## config.mk

```make
export PLATFORM = sky130hd
export DESIGN_NAME = ball_receive_controller
export DESIGN_NICKNAME = d
export VERILOG_FILES = /design/src/rtl/game_link_pkg.sv /design/src/rtl/link_gap_timer.sv /design/src/rtl/ball_receive_controller.sv
export SDC_FILE = /design/constraint.sdc
export NUM_CORES = 1
export LEC_CHECK = 0
export BUFFER_PORTS_ARGS = -buffer_cell sky130_fd_sc_hd__buf_2
export CAP_MARGIN = 20
export CORE_MARGIN = 1.5
export CORE_UTILIZATION = 45
export CTS_BUF_LIST = sky130_fd_sc_hd__clkbuf_4 sky130_fd_sc_hd__clkbuf_8
export CTS_CLUSTER_DIAMETER = 120
export DETAILED_ROUTE_END_ITERATION = 16
export GPL_TIMING_DRIVEN = 0
export SLEW_MARGIN = 5
export SYNTH_ARGS = -nofsm -noshare
export SYNTH_HDL_FRONTEND = slang
export SYNTH_SLANG_ARGS = --single-unit
```

## constraint.sdc

```tcl
create_clock -name clk_25MHZ -period 6.6 [get_ports clk_25MHZ]
set_input_delay 0 -clock clk_25MHZ [delete_from_list [all_inputs] [get_ports clk_25MHZ]]
set_output_delay 0 -clock clk_25MHZ [all_outputs]
set_load 0.02 [all_outputs]
```

## src/rtl/game_link_pkg.sv

```systemverilog
// Shared board-to-board ball link definitions (receiver and sender).
package game_link_pkg;

   // Receiver walks one state per received byte after SOF
   typedef enum logic [2:0] {
      IDLE,
      GET_VY,
      GET_GRAV,
      GET_SPD0,
      GET_SPD1,
      GET_SPD2,
      GET_CSUM
   } link_state_t;

   localparam logic [7:0]        SOF_BYTE      = 8'hA5;
   localparam int                FRAME_LEN     = 7;
   localparam logic [19:0]       DEFAULT_SPEED = 20'd270000;
   localparam logic signed [7:0] DEFAULT_VY    = -8'sd3;
   localparam int                GAP_CNT_W     = 15;

   // Payload bytes 1..5 exactly as they travel on the wire
   typedef struct packed {
      logic [7:0] vy;
      logic [7:0] grav;
      logic [7:0] spd0;
      logic [7:0] spd1;
      logic [7:0] spd2;
   } link_frame_t;

   // Checksum carried in the last byte: XOR of the payload bytes
   function automatic logic [7:0] frame_csum(input link_frame_t f);
      return f.vy ^ f.grav ^ f.spd0 ^ f.spd1 ^ f.spd2;
   endfunction

   // 20-bit speed divisor; upper nibble of spd2 is reserved
   function automatic logic [19:0] frame_speed(input link_frame_t f);
      return {f.spd2[3:0], f.spd1, f.spd0};
   endfunction

endpackage

```

## src/rtl/link_gap_timer.sv

```systemverilog
// Inter-byte gap timer: counts idle cycles while a frame is open and
// flags expiry on the TIMEOUT_CYCLES-th consecutive idle cycle.
module link_gap_timer
   import game_link_pkg::*;
#(
   parameter int TIMEOUT_CYCLES = 25000,
   parameter int CNT_W          = GAP_CNT_W
) (
   input  logic clk,
   input  logic reset,
   input  logic restart,
   input  logic active,
   output logic expire
);

   localparam logic [CNT_W-1:0] CNT_MAX = '1;
   localparam logic [CNT_W-1:0] LIMIT   = CNT_W'(TIMEOUT_CYCLES - 1);

   logic [CNT_W-1:0] cnt;

   // Clear on every byte or outside a frame, otherwise count up and saturate
   always_ff @(posedge clk) begin
      if (!reset)
         cnt <= '0;
      else if (restart || !active)
         cnt <= '0;
      else if (cnt != CNT_MAX)
         cnt <= cnt + CNT_W'(1);
   end

   // A byte arriving on the boundary cycle still wins over the timeout
   always_comb begin
      expire = active && !restart && (cnt >= LIMIT);
   end

endmodule

```

## src/rtl/ball_receive_controller.sv

```systemverilog
// Receiving end of the ball hand-off link: assembles a 7-byte frame,
// validates it and presents the ball state through a pending/ack handshake.
module ball_receive_controller
   import game_link_pkg::*;
#(
   parameter int          TIMEOUT_CYCLES = 25000,
   parameter logic [19:0] SPEED_MAX      = DEFAULT_SPEED
) (
   input  logic        clk_25MHZ,
   input  logic        reset,
   input  logic [7:0]  rx_byte,
   input  logic        rx_valid,
   input  logic        ball_ack,
   output logic        ball_pending,
   output logic [7:0]  ball_vy,
   output logic [1:0]  gravity_counter,
   output logic [19:0] ball_speed,
   output logic        frame_error,
   output logic        overrun,
   output logic        rx_busy
);

   link_state_t state, state_next;
   link_frame_t shadow;
   logic        expire;
   logic        csum_strobe;
   logic        frame_good;
   logic        accept;
   logic        drop;
   logic [19:0] speed;

   link_gap_timer #(
      .TIMEOUT_CYCLES (TIMEOUT_CYCLES),
      .CNT_W          (GAP_CNT_W)
   ) u_gap (
      .clk     (clk_25MHZ),
      .reset   (reset),
      .restart (rx_valid),
      .active  (state != IDLE),
      .expire  (expire)
   );

   // Frame verdict, evaluated only while the checksum byte is on the bus
   always_comb begin
      speed       = frame_speed(shadow);
      csum_strobe = rx_valid && (state == GET_CSUM);
      frame_good  = (rx_byte == frame_csum(shadow))
                 && (shadow.grav[7:2] == 6'd0)
                 && (shadow.spd2[7:4] == 4'd0)
                 && (speed != 20'd0)
                 && (speed <= SPEED_MAX);
      accept      = csum_strobe && frame_good && (!ball_pending || ball_ack);
      drop        = csum_strobe && frame_good && ball_pending && !ball_ack;
   end

   // State register
   always_ff @(posedge clk_25MHZ) begin
      if (!reset)
         state <= IDLE;
      else
         state <= state_next;
   end

   // Next state: one step per byte; a mid-frame SOF is ordinary data
   always_comb begin
      state_next = state;
      if (expire) begin
         state_next = IDLE;
      end else if (rx_valid) begin
         case (state)
            IDLE:     state_next = (rx_byte == SOF_BYTE) ? GET_VY : IDLE;
            GET_VY:   state_next = GET_GRAV;
            GET_GRAV: state_next = GET_SPD0;
            GET_SPD0: state_next = GET_SPD1;
            GET_SPD1: state_next = GET_SPD2;
            GET_SPD2: state_next = GET_CSUM;
            GET_CSUM: state_next = IDLE;
            default:  state_next = IDLE;
         endcase
      end
   end

   // FSM outputs
   always_comb begin
      rx_busy = (state != IDLE);
   end

   // Shadow capture of payload bytes as they arrive
   always_ff @(posedge clk_25MHZ) begin
      if (!reset) begin
         shadow <= '0;
      end else if (rx_valid) begin
         case (state)
            GET_VY:   shadow.vy   <= rx_byte;
            GET_GRAV: shadow.grav <= rx_byte;
            GET_SPD0: shadow.spd0 <= rx_byte;
            GET_SPD1: shadow.spd1 <= rx_byte;
            GET_SPD2: shadow.spd2 <= rx_byte;
            default:  ;
         endcase
      end
   end

   // Ball outputs and status pulses; fields change only on an accepted frame
   always_ff @(posedge clk_25MHZ) begin
      if (!reset) begin
         ball_pending    <= 1'b0;
         ball_vy         <= DEFAULT_VY;
         gravity_counter <= 2'd0;
         ball_speed      <= DEFAULT_SPEED;
         frame_error     <= 1'b0;
         overrun         <= 1'b0;
      end else begin
         frame_error <= (csum_strobe && !frame_good) || expire;
         overrun     <= drop;
         if (accept) begin
            ball_pending    <= 1'b1;
            ball_vy         <= shadow.vy;
            gravity_counter <= shadow.grav[1:0];
            ball_speed      <= speed;
         end else if (ball_ack) begin
            ball_pending <= 1'b0;
         end
      end
   end

endmodule
```

After elaboration in Yosys (flattened, before gate mapping)

Index checks and enable logic that the tools add are counted.

Muxes and demuxes: 4
Eq/ne operators: 9
Magnitude comparators: 2
Reduce and logical (&&, ||, !) cells: 33
Add/subtract/negate cells: 1
Bitwise gates (word level): 5

Operators by type and width:

| kind                    | number |
|---|---|
| $xor A8 B8 Y8           | 4 |
| $le A20 B19 Y1 const B  | 1 |
| $reduce_bool A20 Y1     | 1 |
| $pmux W3 S6             | 1 |
| $add A15 B1 Y15 const B | 1 |
| $ge A15 B15 Y1 const B  | 1 |
| $ne A15 B15 Y1 const B  | 1 |
| $logic_and A1 B1 Y1     | 12 |
| $reduce_and A2 Y1       | 5 |
| $eq A3 B3 Y1 const B    | 3 |
| $eq A8 B8 Y1            | 1 |
| $eq A8 B8 Y1 const B    | 1 |
| $eq A3 B2 Y1 const B    | 2 |
| $logic_not A6 Y1        | 1 |
| $logic_not A1 Y1        | 5 |
| $logic_not A4 Y1        | 1 |
| $reduce_or A2 Y1        | 2 |
| $eq A3 B1 Y1 const B    | 1 |
| $logic_not A3 Y1        | 1 |
| $logic_or A1 B1 Y1      | 3 |
| $mux W1                 | 3 |
| $reduce_bool A3 Y1      | 1 |
| $reduce_bool A2 Y1      | 1 |
| $not A1 Y1              | 1 |

Logic and storage cells: 67
Register bits: 91
Input port bits: 12

Logic depth before layout (Yosys ltp)

Word-level depth: 12
Gate-level depth with buffers: 9
Mapped depth without buffers: 7

Hierarchy

From an unflattened synthesis, not the netlist that was laid out.

Cell total of the unflattened synthesis: 486
Area, all modules: 4,139.0 um^2

By module, submodules not included:

| module                  | area an instance (um^2) | times used | cells each | sequential area each (um^2) |
|---|---|---|---|---|
| ball_receive_controller | 3,352.0                 | 1          | 398        | 1,521.5 |
| link_gap_timer          | 787.0                   | 1          | 88         | 300.3 |

Worst setup path before layout

OpenSTA, ideal clock, no wires.

Path type: flip-flop to flip-flop
Start: register shadow[22] in the netlist's numbering
End: register ball_speed[19]
Library setup time: 0.116 ns
Arrival time: 2.293 ns
Slack: 4.191 ns
Required time: 6.484 ns
Stages on the path, launching flop included: 9
Path through: dfxtp_1 -> xor2_1 -> xnor3_1 -> nand2_1 -> or4_4 -> or4_4 -> buf_6 -> buf_12 -> and3_1

Cells in the longest elaborated chain, start to end: 10
Elaborated cells on any way between the ends: 12
Classes of those cells: order compare: 1; eq/ne: 1; bitwise: 3; reduce/logical: 7

Ends and longest elaborated chain:

| what                               | line                           | RTL |
|---|---|---|
| from (decl)                        | ball_receive_controller.sv:24  | `link_frame_t shadow;` |
| $xor A8 B8 Y8 (3 in a row)         | game_link_pkg.sv:32            | `return f.vy ^ f.grav ^ f.spd0 ^ f.spd1 ^ f.spd2;` |
| $eq A8 B8 Y1                       | ball_receive_controller.sv:47  | `frame_good = (rx_byte == frame_csum(shadow))` |
| $logic_and A1 B1 Y1                | ball_receive_controller.sv:48  | `&& (shadow.grav[7:2] == 6'd0)` |
| $logic_and A1 B1 Y1                | ball_receive_controller.sv:49  | `&& (shadow.spd2[7:4] == 4'd0)` |
| $logic_and A1 B1 Y1                | ball_receive_controller.sv:50  | `&& (speed != 20'd0)` |
| $logic_and A1 B1 Y1 *              | ball_receive_controller.sv:51  | `&& (speed <= SPEED_MAX);` |
| $logic_and A1 B1 Y1 * (2 in a row) | ball_receive_controller.sv:52  | `accept = csum_strobe && frame_good && (!ball_pending \|\| ball_ack);` |
| to (signal assigned)               | ball_receive_controller.sv:120 | `ball_speed <= speed;` |
| to (decl)                          | ball_receive_controller.sv:17  | `output logic [19:0] ball_speed,` |

Every way passes the cells marked *; elsewhere a longest branch is shown, timed or not.
A chain may end at the register's enable or synchronous reset.

Worst setup path in the final report

Same ends and word-level chain as after synthesis.

==> results.cfg <==
[synth]
synth-warning-count = 0
yosysTopAreaCell = dfxtp_1
syn-cell-area_um2 = 4139
async_flop_share = 0
synth_cells = 490
synth.top_cell.area_share = 0.4401
ys.flop_type = dfxtp_1
synth_edf_count = 0
yosysSeqAreaShare = 0.4401
ys_types = 42
synth_common_cells = nand2_1 (122), dfxtp_1 (91), nor2_1 (54), a21oi_1 (46), mux2i_1 (30)
ys_ff_latch = 91
syn_avg_cell_area_um2 = 8.447
synth.area.top_cells = dfxtp_1 (44%), nand2_1 (11%), mux2i_1 (7.3%), a21oi_1 (5.6%), nor2_1 (4.9%)
syn_nets = 503
synth.most_common_cell = nand2_1

[global_route]
grt_util_all_layers = 0.2196
grt_max_degree = 17
antenna_found_initial = 0
grt_pass1_wl_mm = 16.82
grt_pass1_vias = 3276
grt-ovfl-total = 0

[sta]
fmax_mhz = 379.9
drv_slew = 0
setup_violations = 0
slew_headroom = 0.5003
clock_skew_ns = 0.01145
rsz0062_at_grt = no
hold_viol_final = 0
holdWs_ns = 0.04904
timing.final.ws_setup_ns = 3.968
worstMarginPinSlew_ns = 0.7468
fin_crit_sh = 0.3988
final.min_clock_period_ns = 2.632
tns_ns = 0

[floorplan]
initial_utilization = 0.4700
rows = 34
chipWidth_um = 98.91
dieArea_um2 = 9782
io_pins = 46
dieHeight_um = 98.91
coreArea_um2 = 8806

[worst_hold_path]
hold_path.class = in2reg
min_path_cells = 3
min_from = reset
min_to = ball_speed[0]$_SDFFE_PN0P_

[power]
power.internal_uw = 744.0
vdd_drop_max_mv = 0.1335
p_sw_uw = 236.9
power_frac_clock = 0.392
p_seq_frac = 0.560
pwr-share-comb = 0.047
swShare = 0.2415
powerDensity_nw_per_um2 = 205.3
p_leak_uw = 0.002000

[place]
globalplace.congestion = 0.9389
portBuffers = 41
hpwl_mm = 7.604
post-place-ws_ns = 3.971

[setup_path]
end_kind = flop
r2r-start = shadow[22]$_SDFFE_PN0P_
criticalPathCategory = reg2reg
worst_setup_path_start_kind = flop
worstPathMaxFanout = 10
worstPathCellList = xor2_1 -> xnor3_1 -> nand2_1 -> or4_4 -> or4_4 -> buf_6 -> buf_12 -> and3_1
r2r_end = ball_speed[19]$_SDFFE_PN0P_
crit_required_ns = 6.87
cp_common_cell = or4_4
cp_slowest_cell = or4_4
cp.arrival_ns = 2.90
r2r_slack_ns = 3.97
r2r_cells = 8
crit_family = simple AND/OR/NAND/NOR gates
crit_path_max_incr_delay_ns = 0.57
path_buf_inv = 2

[clock_network]
clk_pin_slew_ns = 0.10
ctsHtreeMaxLevel = 3
hold_buffers = 9
cts_num_sinks = 91
cts_buffers = 9
post_cts_buffers = 0
clockBufferDepth = 2
cts_tree = yes
insertion_delay_ns = 0.36
ctsResizeCount = 0
clockRootBuffer = clkbuf_8

[drt]
drtIter0Drc = 177
avgRoutedWirePerCell_um = 15.53
viasPerCell = 5.315
vias = 3540
drc_errors = 6
detail-route-antenna-nets = 0
wl_mm = 10.34
first_pass_iters = 10

[finish]
fin_nets = 566
drive_above_1_share = 0.1290
fillerInstances = 864
area_growth_pct = 15.45
antenna_cells = 0

[status]
violations = DRC
status = complete, but fails checks

[job]
maxCapViolCount = 0
## area by class of cell
cell class,count,area [um^2],share of cell area
Buffer,23,152.6,0.03195
Tap cell,108,135.1,0.02828
Multi-Input combinational cell,372,2150,0.4499
Inverter,4,15.01,0.003142
Clock buffer,9,123.9,0.02592
Sequential cell,91,1822,0.3813
Timing Repair Buffer,52,305.3,0.06389
Clock inverter,7,75.07,0.01571
## worst min-delay path, stage by stage
cell	delay [ns]
clkbuf_1	0.19
nand2_1	0.12
mux2i_1	0.06
## cell usage in the layout, fill, tap and decap left out, types with 2 or more instances in the layout
| master | n |
|---|---|
| nand2b_1 | 3 |
| inv_6 | 2 |
| or4_4 | 2 |
| a211oi_1 | 4 |
| dfxtp_1 | 91 |
| nand4_1 | 5 |
| a21oi_1 | 46 |
| xor2_1 | 15 |
| or4_1 | 3 |
| xnor3_1 | 5 |
| clkbuf_8 | 9 |
| inv_1 | 3 |
| clkinvlp_4 | 3 |
| and3_1 | 4 |
| dlygate4sd3_1 | 9 |
| xnor2_1 | 23 |
| mux2i_1 | 30 |
| buf_12 | 3 |
| nand3_1 | 14 |
| buf_2 | 45 |
| a31oi_1 | 2 |
| buf_6 | 2 |
| clkbuf_1 | 15 |
| nor2_1 | 54 |
| o21ai_0 | 4 |
| nor2b_1 | 4 |
| nor4_1 | 8 |
| nand2_1 | 122 |
| nor3_1 | 9 |
## stage by stage
step                      utilization  total power (uW)  std cells  area, um^2
after global placement         0.5087             604.3        639        4479
after CTS                      0.5426             989.8        666        4778
after global routing           0.5426              1020        666        4778
after detailed placement       0.5098             604.8        641        4489
final                          0.5426             980.8        666        4778
after floorplan                     -             589.3        490        4139
## flip-flops by register name, indices dropped and copies added, names as in the netlist
signal           count
shadow              40
gravity_counter      2
ball_speed          20
ball_pending         1
frame_error          1
ball_vy              8
overrun              1
u_gap.cnt           15
state                3
## power groups by stage
stage          combinational (uW)  sequential (uW)  clock (uW)
3_3_place_gp                 42.0              562           0
4_1_cts                      46.6              549         394
2_1_floorplan                27.1              562           0
6_report                     46.5              549         385
5_1_grt                      50.5              550         419
3_5_place_dp                 42.4              562           0
## metal layers
metal	track usage	up-vias	wire, um
met1	0.2872	1664	4844
met4	0.05604	0	123
met3	0.03830	12	461
met5	0	-	0
li1	-	1771	-
met2	0.3761	93	4914
## logic make-up (layout without fill, tap and decap cells)
family | Yosys count | in the layout | synth area share
buffers and inverters | 27 | 95 | 0.04051
adders and majority gates | 1 | 1 | 0.003022
xor gates and xnor gates | 44 | 44 | 0.1134
AOI/OAI and AO/OA | 63 | 63 | 0.08404
muxes | 30 | 30 | 0.07255
and+or+nand+nor | 234 | 234 | 0.2464
DFF | 91 | 91 | 0.4401
## how the worst max path moves through the flow
stage	from	endpoint	slack (ns)	cells past startpoint
after floorplan	shadow[22]$_SDFFE_PN0P_	ball_speed[19]$_SDFFE_PN0P_	4.19	8
after global placement	shadow[29]$_SDFFE_PN0P_	ball_speed[19]$_SDFFE_PN0P_	3.97	8
after detailed placement	shadow[29]$_SDFFE_PN0P_	ball_speed[19]$_SDFFE_PN0P_	3.97	8
after CTS	shadow[29]$_SDFFE_PN0P_	ball_speed[19]$_SDFFE_PN0P_	3.97	8
after global routing	shadow[19]$_SDFFE_PN0P_	ball_speed[19]$_SDFFE_PN0P_	3.90	8
final	shadow[22]$_SDFFE_PN0P_	ball_speed[19]$_SDFFE_PN0P_	3.97	8
(Power assumes the default switching activity.)
